**src/rtl/seg_scan_ctrl.sv**
```systemverilog
// Time-multiplexed scan controller for a bank of seven-segment digits sharing one hex2seg.
// Double-buffered display word: a new word is committed only at the end of a full scan.
module seg_scan_ctrl #(
  parameter int unsigned DIGITS = 8,
  parameter int unsigned DIV    = 50000,
  parameter bit          LZS    = 1'b1
) (
  input  logic                  clk,
  input  logic                  rst,
  input  logic                  en,
  input  logic                  in_valid,
  output logic                  in_ready,
  input  logic [4*DIGITS-1:0]   in_data,
  input  logic [DIGITS-1:0]     in_dots,
  output logic [3:0]            hex_num,
  output logic                  hex_dot,
  output logic [DIGITS-1:0]     dig_sel,
  output logic                  frame_done
);

  localparam int unsigned IdxW = (DIGITS > 1) ? $clog2(DIGITS) : 1;
  localparam int unsigned CntW = $clog2(DIV);

  logic [CntW-1:0]     cnt_q, cnt_d;
  logic [IdxW-1:0]     idx_q, idx_d;
  logic [4*DIGITS-1:0] act_data_q, act_data_d, pend_data_q, pend_data_d;
  logic [DIGITS-1:0]   act_dots_q, act_dots_d, pend_dots_q, pend_dots_d;
  logic                pend_full_q, pend_full_d;
  logic [3:0]          hex_num_q, hex_num_d;
  logic                hex_dot_q, hex_dot_d;
  logic [DIGITS-1:0]   dig_sel_q, dig_sel_d;
  logic                frame_done_q, frame_done_d;

  logic            tick, last_idx, frame_end, xfer, suppress;
  logic [IdxW-1:0] msd;
  logic [3:0]      cur_nib;
  logic            cur_dot;

  assign in_ready = ~pend_full_q & ~rst;
  assign xfer     = in_valid & in_ready;

  // Most significant non-zero digit of the displayed word; 0 when the word is all zero.
  always_comb begin
    msd = '0;
    for (int unsigned i = 0; i < DIGITS; i++) begin
      if (act_data_q[4*i +: 4] != 4'h0) msd = IdxW'(i);
    end
  end

  assign cur_nib  = act_data_q[4*idx_q +: 4];
  assign cur_dot  = act_dots_q[idx_q];
  assign suppress = LZS && (idx_q > msd) && !cur_dot;

  always_comb begin
    cnt_d       = cnt_q;
    idx_d       = idx_q;
    act_data_d  = act_data_q;
    act_dots_d  = act_dots_q;
    pend_data_d = pend_data_q;
    pend_dots_d = pend_dots_q;
    pend_full_d = pend_full_q;

    tick      = en && (cnt_q == CntW'(DIV - 1));
    last_idx  = (idx_q == IdxW'(DIGITS - 1));
    frame_end = tick && last_idx;

    if (en) cnt_d = tick ? '0 : cnt_q + CntW'(1);
    if (tick) idx_d = last_idx ? '0 : idx_q + IdxW'(1);

    // A transfer and a commit never coincide: in_ready is low while pending is full.
    if (xfer) begin
      pend_data_d = in_data;
      pend_dots_d = in_dots;
      pend_full_d = 1'b1;
    end
    if (frame_end && pend_full_q) begin
      act_data_d  = pend_data_q;
      act_dots_d  = pend_dots_q;
      pend_full_d = 1'b0;
    end

    frame_done_d = frame_end;

    if (!en) begin
      dig_sel_d = '1;
      hex_num_d = suppress ? 4'h0 : cur_nib;
      hex_dot_d = 1'b0;
    end else if (suppress) begin
      dig_sel_d = '1;
      hex_num_d = 4'h0;
      hex_dot_d = 1'b0;
    end else begin
      dig_sel_d = ~(DIGITS'(1) << idx_q);
      hex_num_d = cur_nib;
      hex_dot_d = cur_dot;
    end
  end

  always_ff @(posedge clk) begin
    if (rst) begin
      cnt_q        <= '0;
      idx_q        <= '0;
      act_data_q   <= '0;
      act_dots_q   <= '0;
      pend_data_q  <= '0;
      pend_dots_q  <= '0;
      pend_full_q  <= 1'b0;
      hex_num_q    <= 4'h0;
      hex_dot_q    <= 1'b0;
      dig_sel_q    <= '1;
      frame_done_q <= 1'b0;
    end else begin
      cnt_q        <= cnt_d;
      idx_q        <= idx_d;
      act_data_q   <= act_data_d;
      act_dots_q   <= act_dots_d;
      pend_data_q  <= pend_data_d;
      pend_dots_q  <= pend_dots_d;
      pend_full_q  <= pend_full_d;
      hex_num_q    <= hex_num_d;
      hex_dot_q    <= hex_dot_d;
      dig_sel_q    <= dig_sel_d;
      frame_done_q <= frame_done_d;
    end
  end

  assign hex_num    = hex_num_q;
  assign hex_dot    = hex_dot_q;
  assign dig_sel    = dig_sel_q;
  assign frame_done = frame_done_q;

endmodule

```
**config.mk**
```make
export PLATFORM = sky130hd
export DESIGN_NAME = seg_scan_ctrl
export DESIGN_NICKNAME = d
export VERILOG_FILES = /design/src/rtl/seg_scan_ctrl.sv
export SDC_FILE = /design/constraint.sdc
export NUM_CORES = 1
export LEC_CHECK = 0
export CAP_MARGIN = 20
export CORE_MARGIN = 5
export CORE_UTILIZATION = 50
export DETAILED_ROUTE_END_ITERATION = 10
export PLACE_DENSITY = 0.73
export SYNTH_ARGS = -nofsm -noshare
export SYNTH_HDL_FRONTEND = slang
export SYNTH_SLANG_ARGS = --single-unit
```
**constraint.sdc**
```tcl
create_clock -name clk -period 5.3 [get_ports clk]
set_input_delay 1.325 -clock clk [delete_from_list [all_inputs] [get_ports clk]]
set_output_delay 1.325 -clock clk [all_outputs]
set_load 0.02 [all_outputs]
```
==> metrics, run 1 <==
post-layout min period=3.65 ns; critical path arrival=4.08 ns; Initial DRC Count=between 200 and 250; post-synth cell types=39; CP Capture Type=flop; number of buffers created by CTS=17; first-pass GRT wire length=17.9 mm; number of synthesized flops with an enable pin=0; TritonCTS Sinks=114; PostCTS Resize Cnt=0; routed via count=3918; VDD IR max=0.222 mV; post-route ant nets=0; Final Cycle Share=0.689; Initial Utilization=0.505; Avg WL per Cell=14.2 um; hold buffer count at cts=0; Die W=109 um; Yosys top cell area share=0.469; area leader, netlist=dfxtp_1; global placer's final weighted congestion=0.841; initial antenna violation count=0; most frequent cell after synthesis=dfxtp_1; IO Port Bufs=58; post-DR vias/cell=5.33; maximum buffer depth of the clock tree=2; Final Hold Vio Count=0; Core Rows=36; clock skew=0.00621 ns; share of cells above drive strength 1=0.0764; final wirelength=10.5 mm; Max Cap Viol=0; die area=11800 um2; Ant. Diodes=0; Avg Inst Size Synth=roughly 8.8 um2; Synth Cell Area=4870 um2; sequential area share after synthesis=0.469; Die Span Y=109 um; post-CTS setup buffer count=0; core area=9640 um2; crit path max-delay cell type=or4_4; status=completed; syn_nets=606; I/O pin total=59; post-synthesis cell count=552; CTS root buf=clkbuf_8; Pwr Total=2.12 mW; post-route DRC violation count=0; Worst setup SP type=input pin; slowest stage delay, CP=0.87 ns; global route total overflow=0; pin count of the biggest net entering global routing=99; Leakage=~2.1 nW; RSZ-0062 raised after global routing=false; number of global-route vias before repair=3836; CTS clk-pin slew, worst paths=0.05 ns; final setup vio count=0; crit-path cells=clkdlybuf4s50_1 -> nand4_1 -> or4_4 -> or2_4 -> o21ai_1; area grow syn2layout=24.5%; flops & latches, synth=114; commonest cells in the netlist=dfxtp_1 (114), o21ai_0 (82), nand2_1 (59); Clk Latency, worst-skew pair=0.51 ns; Pwr Density=349 nW/um2; final max-slew violation count=0; CP Class=in2reg; CTS tree=yes; FFs w/ async S/R, synth=0; leading post-synthesis cells by cell area=dfxtp_1 (47%), o21ai_0 (8.4%), nor2b_1 (5.7%); ys flop type=dfxtp_1; multi-input logic area=2370 um2; worst slew pin tran=0.834 ns; Worst EP required=5.73 ns; Final HPWL DP=roughly 6.6 mm; FILL cells=~820; htree depth=4; Slew Limit Headroom=0.444; Fmax=274 MHz; TNS Setup=0 ns; GRT Total Usage=0.191; first-pass iteration count of the detailed router=4; Final Net Count=approximately 640; Ys Warns=0; hold crit path type=reg2reg; Reg area=2280 um2; CP Max Fanout=52
## report_power, final
group          total, mW  internal (mW)  switching [mW]  leakage [nW]
registers          0.888          0.881         0.00684         0.926
logic             0.0884         0.0468          0.0416         0.866
clock network       1.14          0.761           0.381         0.293
## routing by layer
layer,share of wire,vias to the layer above,track usage
li1,-,1968,-
met1,0.44,1849,0.239
met2,0.51,90,0.316
met3,0.044,11,0.0574
met4,0.012,0,0.0586
met5,0,-,0
## worst max-delay path, delay by kind of cell
family | cells | cell delay [ns]
buffers and inverters | 1 | 0.77
AND/OR/NAND/NOR | 3 | 1.76
AO/OA/AOI/OAI | 1 | 0.21
## flip-flops by register name, summed over array words and instances (netlist names)
signal / cells
act_dots_q: 8
cnt_q: 16
pend_dots_q: 8
pend_full_q: 1
hex_dot: 1
idx_q: 3
hex_num: 4
act_data_q: 32
dig_sel: 8
frame_done: 1
pend_data_q: 32
## metrics by stage
| step | std cells | cell area [um2] | setup slack [ns] | utilization | hold slack (ns) |
|---|---|---|---|---|---|
| 2_1_floorplan | 552 | 4870 | 2.18 | - | 0.445 |
| 3_3_place_gp | 702 | 5420 | 1.30 | 0.562 | 0.464 |
| 3_5_place_dp | 702 | 5420 | 1.18 | 0.562 | 0.471 |
| 4_1_cts | 733 | 6020 | 1.68 | 0.624 | 0.479 |
| 5_1_grt | 735 | 6060 | 1.49 | 0.629 | 0.502 |
| 6_report | 735 | 6060 | 1.65 | 0.629 | 0.475 |
## cells in the final DEF, fill, tap and decap left out, types with 2 or more instances in the layout
master           netlist  routed
dfxtp_1              114     114
o21ai_0               82      82
nand2_1               59      59
clkdlybuf4s50_1        0      57
nor2b_1               44      44
nand2b_1              43      43
o21ai_1               40      40
nor2_1                21      21
clkbuf_16              0      16
nand4_1               11      11
nor4_1                10      10
a21oi_1               10      10
xnor2_1               10      10
ha_1                  10      10
mux4_2                 9       9
nand3_1                6       6
clkbuf_8               0       5
nor3_1                 4       4
inv_1                  3       3
nand4b_1               3       3
mux2i_1                3       3
and2_1                 4       3
xor2_1                 3       3
nor3b_1                3       3
bufinv_16              0       3
clkinv_2               0       3
or4_1                  2       2
or4b_1                 2       2
o211ai_1               2       2
or3_1                  2       2
clkinvlp_4             0       2
## path summary, 6_finish.rpt
| path | to | cells after the start | from | slack (ns) |
|---|---|---|---|---|
| worst min-delay path | act_dots_q[3] | 2 | pend_dots_q[3] | 0.47 |
| worst max-delay path | act_dots_q[6] | 5 | en | 1.65 |
| worst max register to register | hex_num[3] | 9 | act_data_q[8] | 2.60 |
| worst min register to register | act_dots_q[3] | 2 | pend_dots_q[3] | 0.47 |
## layout make-up
cell class              count  area share
clock buffers              22      0.0780
clock inverters             9      0.0213
inverters                   4     0.00248
multi-input cells         392       0.391
flip-flops and latches    114       0.376
well taps                 133      0.0274
repair buffers             61       0.104
## kinds of logic after synthesis
logic type                 synth area share
muxes                                0.0478
buffers and inverters                0.0452
AOI/OAI and AO/OA                     0.144
and+or+nand+nor                       0.246
xor gates and xnor gates             0.0234
adders and majority gates            0.0257
DFF                                   0.469
Power figures use the tool's default switching activity.
==> run 2, diff against run 1 <==
--- a/config.mk
+++ b/config.mk
@@ -9,7 +9,7 @@
 export CORE_MARGIN = 5
 export CORE_UTILIZATION = 50
 export DETAILED_ROUTE_END_ITERATION = 10
-export PLACE_DENSITY = 0.73
+export PLACE_DENSITY = 0.76
 export SYNTH_ARGS = -nofsm -noshare
 export SYNTH_HDL_FRONTEND = slang
 export SYNTH_SLANG_ARGS = --single-unit
==> constraint.sdc (replaced) <==
create_clock -name clk -period 3.1 [get_ports clk]
set_input_delay 0.775 -clock clk [delete_from_list [all_inputs] [get_ports clk]]
set_output_delay 0.775 -clock clk [all_outputs]
set_load 0.02 [all_outputs]
==> metrics, run 2 (same netlist as run 1, synthesis figures left out) <==
status=completed; first-pass GRT wire length=17.5 mm (-2.3%); share of cells above drive strength 1=0.0852 (+0.00883); TNS Setup=0 ns (unchanged); pin count of the biggest net entering global routing=99 (unchanged); Core Rows=36 (unchanged); post-DR vias/cell=5.29 (-0.82%); Leakage=2.07 nW (-0.54%); CTS root buf=clkbuf_8; initial antenna violation count=0 (unchanged); CP delay by family, top=buffers and inverters; Worst EP required=2.32 ns (-3.41 ns); Pwr Density=564 nW/um2 (+61%); final wirelength=10.4 mm (-0.72%); hold buffer count at cts=0 (unchanged); Worst setup SP type=input pin; Final Cycle Share=0.801; highest-count cells in the layout ignoring fill and taps=dfxtp_1 (114), o21ai_0 (82), nand2_1 (59); htree depth=4 (unchanged); post-CTS setup buffer count=0 (unchanged); # placed instances=711 (+1.3%); top flop regs=act_data_q x32, pend_data_q x32, cnt_q x16; Avg WL per Cell=14.0 um (-1.8%); CP Capture Type=primary output; number of global-route vias before repair=3734 (-2.7%); routed via count=3928 (+0.26%); CP Class=in2out; PostCTS Resize Cnt=0 (unchanged); global route total overflow=0 (unchanged); Die W=109 um (unchanged); critical path arrival=1.71 ns (-2.37 ns); slowest stage delay, CP=0.64 ns (-0.23 ns); Final Hold Vio Count=0 (unchanged); Max Cap Viol=0 (unchanged); CTS tree=yes; area grow syn2layout=23.4%; worst slew pin tran=0.835 ns (+0.00173 ns); Ant. Diodes=0 (unchanged); number of buffers created by CTS=17 (unchanged); commonest non-fill, non-tap cell in the layout=dfxtp_1; TritonCTS Sinks=114 (unchanged); post-route DRC violation count=0 (unchanged); Final HPWL DP=6.77 mm (+3.2%); die area=11800 um2 (unchanged); final max-slew violation count=0 (unchanged); CTS clk-pin slew, worst paths=0.05 ns (about the same); Initial DRC Count=243 (+0.41%); global placer's final weighted congestion=0.861 (+2.4%); core area=9640 um2 (unchanged); Fmax=just over 400 MHz; Clk Latency, worst-skew pair=0.52 ns (about the same); first-pass iteration count of the detailed router=4 (unchanged); I/O pin total=59 (unchanged); IO Port Bufs=58 (unchanged); maximum buffer depth of the clock tree=2 (unchanged); RSZ-0062 raised after global routing=false; crit path max-delay cell type=clkdlybuf4s50_1; post-layout min period=2.48 ns; final std cells w/o fill=743 (+1.1%); crit-path cells=buf_2 -> nor2_1 -> clkdlybuf4s50_1; Final Net Count=651 (+1.1%); CP Max Fanout=2 (-96%); Die Span Y=109 um (unchanged); post-route ant nets=0 (unchanged); GRT Total Usage=0.186 (-0.00418); Initial Utilization=0.505 (unchanged); Worst Path Buf+Inv=2 (+1); hold crit path type=reg2reg; VDD IR max=0.321 mV (+44%); final setup vio count=0 (unchanged); Slew Limit Headroom=0.443 (-0.00115); clock skew=0.0179 ns (+0.0117 ns)
run 2: cell types whose count changed in the layout (fill, tap and decap cells not counted):
| cell | previous run | this run |
|---|---|---|
| bufinv_16 | 3 | 1 |
| clkbuf_1 | 1 | 3 |
| clkinv_2 | 3 | 7 |
| buf_4 | 1 | 10 |
| clkbuf_8 | 5 | 2 |
| buf_12 | 1 | 0 |
| buf_16 | 1 | 0 |
run 2: final cells by class:
class	count	area, um2
Inverter	4	15.0
Tap cell	133	166
Clock buffer	21	439
Fill cell	830	3630
Multi-Input combinational cell	392	2370
Clock inverter	11	88.8
Sequential cell	114	2280
Timing Repair Buffer	68	651
run 2: path summary, 6_finish.rpt:
check	from	end	slack [ns]	cells after the start
hold reg to reg	pend_data_q[19]	act_data_q[19]	0.48	2
setup / recovery	rst	in_ready	0.62	3
hold / removal	pend_data_q[19]	act_data_q[19]	0.48	2
setup reg to reg	act_data_q[8]	hex_num[3]	0.70	10
run 2: report_power, final:
part           internal, mW  total (mW)  switching, mW  leakage [nW]
clock                  1.07        1.72          0.650         0.261
combinational        0.0791       0.149         0.0697         0.886
sequential             1.51        1.52         0.0119         0.926
run 2: stage by stage:
step	hold WS [ns]	instance area (um2)	util	setup WS (ns)	total power [mW]
floorplan	0.445	4870	-	0.597	1.62
global placement	0.463	5480	0.569	0.317	1.69
detailed placement	0.474	5480	0.569	0.266	1.70
CTS	0.483	6010	0.624	0.607	3.42
global route	0.498	6010	0.624	0.494	3.50
finish	0.476	6010	0.624	0.617	3.39
run 2: layer usage:
metal / part of all wire / wire, um / GRT usage
met1: 0.44 / 4580 / 0.231
met2: 0.50 / 5240 / 0.312
met3: 0.044 / 454 / 0.0562
met4: 0.010 / 108 / 0.0586
met5: 0 / 0 / 0
run 2: worst min-delay path: stages (launching register included):
cell and delay, ns:
dfxtp_1 0.29, nand2b_1 0.08, o21ai_1 0.06
==> run 3, diff against run 2 <==
--- a/config.mk
+++ b/config.mk
@@ -9,7 +9,7 @@
 export CORE_MARGIN = 5
 export CORE_UTILIZATION = 50
 export DETAILED_ROUTE_END_ITERATION = 10
-export PLACE_DENSITY = 0.76
+export PLACE_DENSITY = 0.73
 export SYNTH_ARGS = -nofsm -noshare
 export SYNTH_HDL_FRONTEND = slang
 export SYNTH_SLANG_ARGS = --single-unit
==> constraint.sdc (replaced) <==
create_clock -name clk -period 2.3 [get_ports clk]
set_input_delay 0.575 -clock clk [delete_from_list [all_inputs] [get_ports clk]]
set_output_delay 0.575 -clock clk [all_outputs]
set_load 0.02 [all_outputs]
==> metrics, run 3 (same netlist as run 1, synthesis figures left out) <==
htree depth=4 (unchanged); critical path arrival=2.67 ns (+0.96 ns); RR Startpoint=act_data_q[23]; Worst setup SP type=flop; Worst EP required=2.69 ns (+0.37 ns); Max Cap Viol=0 (unchanged); RSZ-0062 raised after global routing=true; Pwr Density=732 nW/um2 (+30%); post-layout min period=between 2 and 2.5 ns; routed via count=3964 (+0.92%); R2R Setup Slk=0.02 ns (-0.68 ns); Worst Path Buf+Inv=2 (unchanged); maximum buffer depth of the clock tree=2 (unchanged); CTS root buf=clkbuf_8; Die W=109 um (unchanged); hold path cells=2 (unchanged); CP Capture Type=flop; area grow syn2layout=27.3%; final wirelength=10.7 mm (+3.2%); VDD IR max=0.390 mV (+22%); worst slew pin tran=0.824 ns (-0.0111 ns); share of cells above drive strength 1=0.121 (+0.0357); global route total overflow=0 (unchanged); hold endpoint=act_data_q[23]; Slew Limit Headroom=0.451 (+0.00737); Fmax=439 MHz; first-pass GRT wire length=18.1 mm (+4.0%); GRT Total Usage=0.194 (+0.00776); first-pass iteration count of the detailed router=4 (unchanged); highest-count cells in the layout ignoring fill and taps=dfxtp_1 (110), o21ai_0 (81), nand2_1 (59); crit-path cells=nor4_4 -> nand2_1 -> a21oi_2 -> nor2_1 -> ha_1 -> nor2b_4 -> o21a_1 -> o211ai_1 -> buf_4 -> buf_6 -> nand4b_1; Ant. Diodes=0 (unchanged); CTS tree=yes; post-DR vias/cell=5.26 (-0.42%); Final Hold Vio Count=0 (unchanged); Final Cycle Share=0.990; Final HPWL DP=6.88 mm (+1.5%); hold crit path type=reg2reg; min-delay src=pend_data_q[23]; slowest stage delay, CP=0.36 ns (-0.28 ns); top flop regs=act_data_q x32, pend_data_q x32, cnt_q x16; clock skew=0.00927 ns (-0.00861 ns); post-route ant nets=0 (unchanged); I/O pin total=59 (unchanged); R2R depth=11 (+1); Final Net Count=662 (+1.7%); core area=9640 um2 (unchanged); CTS clk-pin slew, worst paths=0.06 ns (about the same); Critical path origin=act_data_q[23]; Core Rows=36 (unchanged); Initial Utilization=0.505 (unchanged); CP Class=reg2reg; global placer's final weighted congestion=0.859 (-0.21%); status=completed; initial antenna violation count=0 (unchanged); number of global-route vias before repair=3877 (+3.8%); final hold slack=0.470 ns (-0.00657 ns); TritonCTS Sinks=114 (unchanged); IO Port Bufs=58 (unchanged); CP Max Fanout=6 (+4); hold buffer count at cts=0 (unchanged); Initial DRC Count=219 (-9.9%); post-route DRC violation count=0 (unchanged); CP delay by family, top=simple AND/OR/NAND/NOR gates; crit path max-delay cell type=dfxtp_4; final setup vio count=0 (unchanged); number of buffers created by CTS=17 (unchanged); Final Cell Area=6200 um2 (+3.1%); Post-DP Area=5580 um2 (+1.7%); post-route core utilization=0.643 (+0.0195); Leakage=2.18 nW (+5.0%); die area=11800 um2 (unchanged); final max-slew violation count=0 (unchanged); pin count of the biggest net entering global routing=99 (unchanged); Clk Latency, worst-skew pair=0.51 ns (about the same); Die Span Y=109 um (unchanged); Worst path depth=11 (+8); Avg WL per Cell=14.2 um (+1.9%); r2r endpoint=dig_sel[3]; commonest non-fill, non-tap cell in the layout=dfxtp_1
==> run 3: cell types whose count changed in the layout (fill, tap and decap cells not counted), sizes merged <==
cell	before	now
buf	11	22
clkbuf	21	20
clkdlybuf4s50	57	56
clkinv	9	8
clkinvlp	2	3
dlymetal6s2s	0	1
==> run 3: layout make-up <==
type	count	area (um2)
Inverter	4	15.0
Fill cell	817	3440
Multi-Input combinational cell	392	2450
Timing Repair Buffer	79	762
Clock inverter	11	91.3
Tap cell	133	166
Clock buffer	20	425
Sequential cell	114	2290
==> run 3: report_power, final <==
part	switching [mW]	leakage [nW]	internal (mW)	total (mW)
Clock	0.878	0.250	1.41	2.29
Sequential	0.0159	0.929	2.03	2.04
Combinational	0.0949	0.999	0.112	0.207
==> run 3: worst max-delay path by stage <==
stage,to
after floorplan,act_dots_q[3]
after global placement,act_data_q[23]
after detailed placement,act_data_q[18]
after CTS,in_ready
after global routing,dig_sel[3]
final,dig_sel[3]
==> run 3: timing repair <==
| item | in CTS | in global routing |
|---|---|---|
| pin swaps | 0 | 8 |
| endpoints found under the hold margin | 0 | 0 |
| endpoints found under the setup margin | 3 | 16 |
| gates resized for setup | 2 | 20 |
| cloned | 0 | 1 |
| buffers inserted | 0 | 1 |
==> run 3: through the flow <==
stage                     setup WS (ns)  cells  power [mW]  setup TNS, ns
after global placement           -0.146    720        2.29          -6.75
after global routing             -0.106    753        4.70         -0.619
after floorplan                  0.0456    552        2.19              0
after CTS                        0.0162    751        4.58              0
final                            0.0224    753        4.54              0
after detailed placement         -0.206    720        2.30          -7.80
==> run 3: layer usage <==
metal,vias to the layer above,global-route usage,share of wire
li1,2010,-,-
met1,1842,0.241,0.44
met2,95,0.322,0.51
met3,17,0.0462,0.041
met4,0,0.0839,0.018
met5,-,0,0
==> run 3: tightest hold or removal path, cell delays in order (launching register included) <==
cell and delay (ns):
dfxtp_1 0.29, nand2b_1 0.08, o21ai_1 0.06
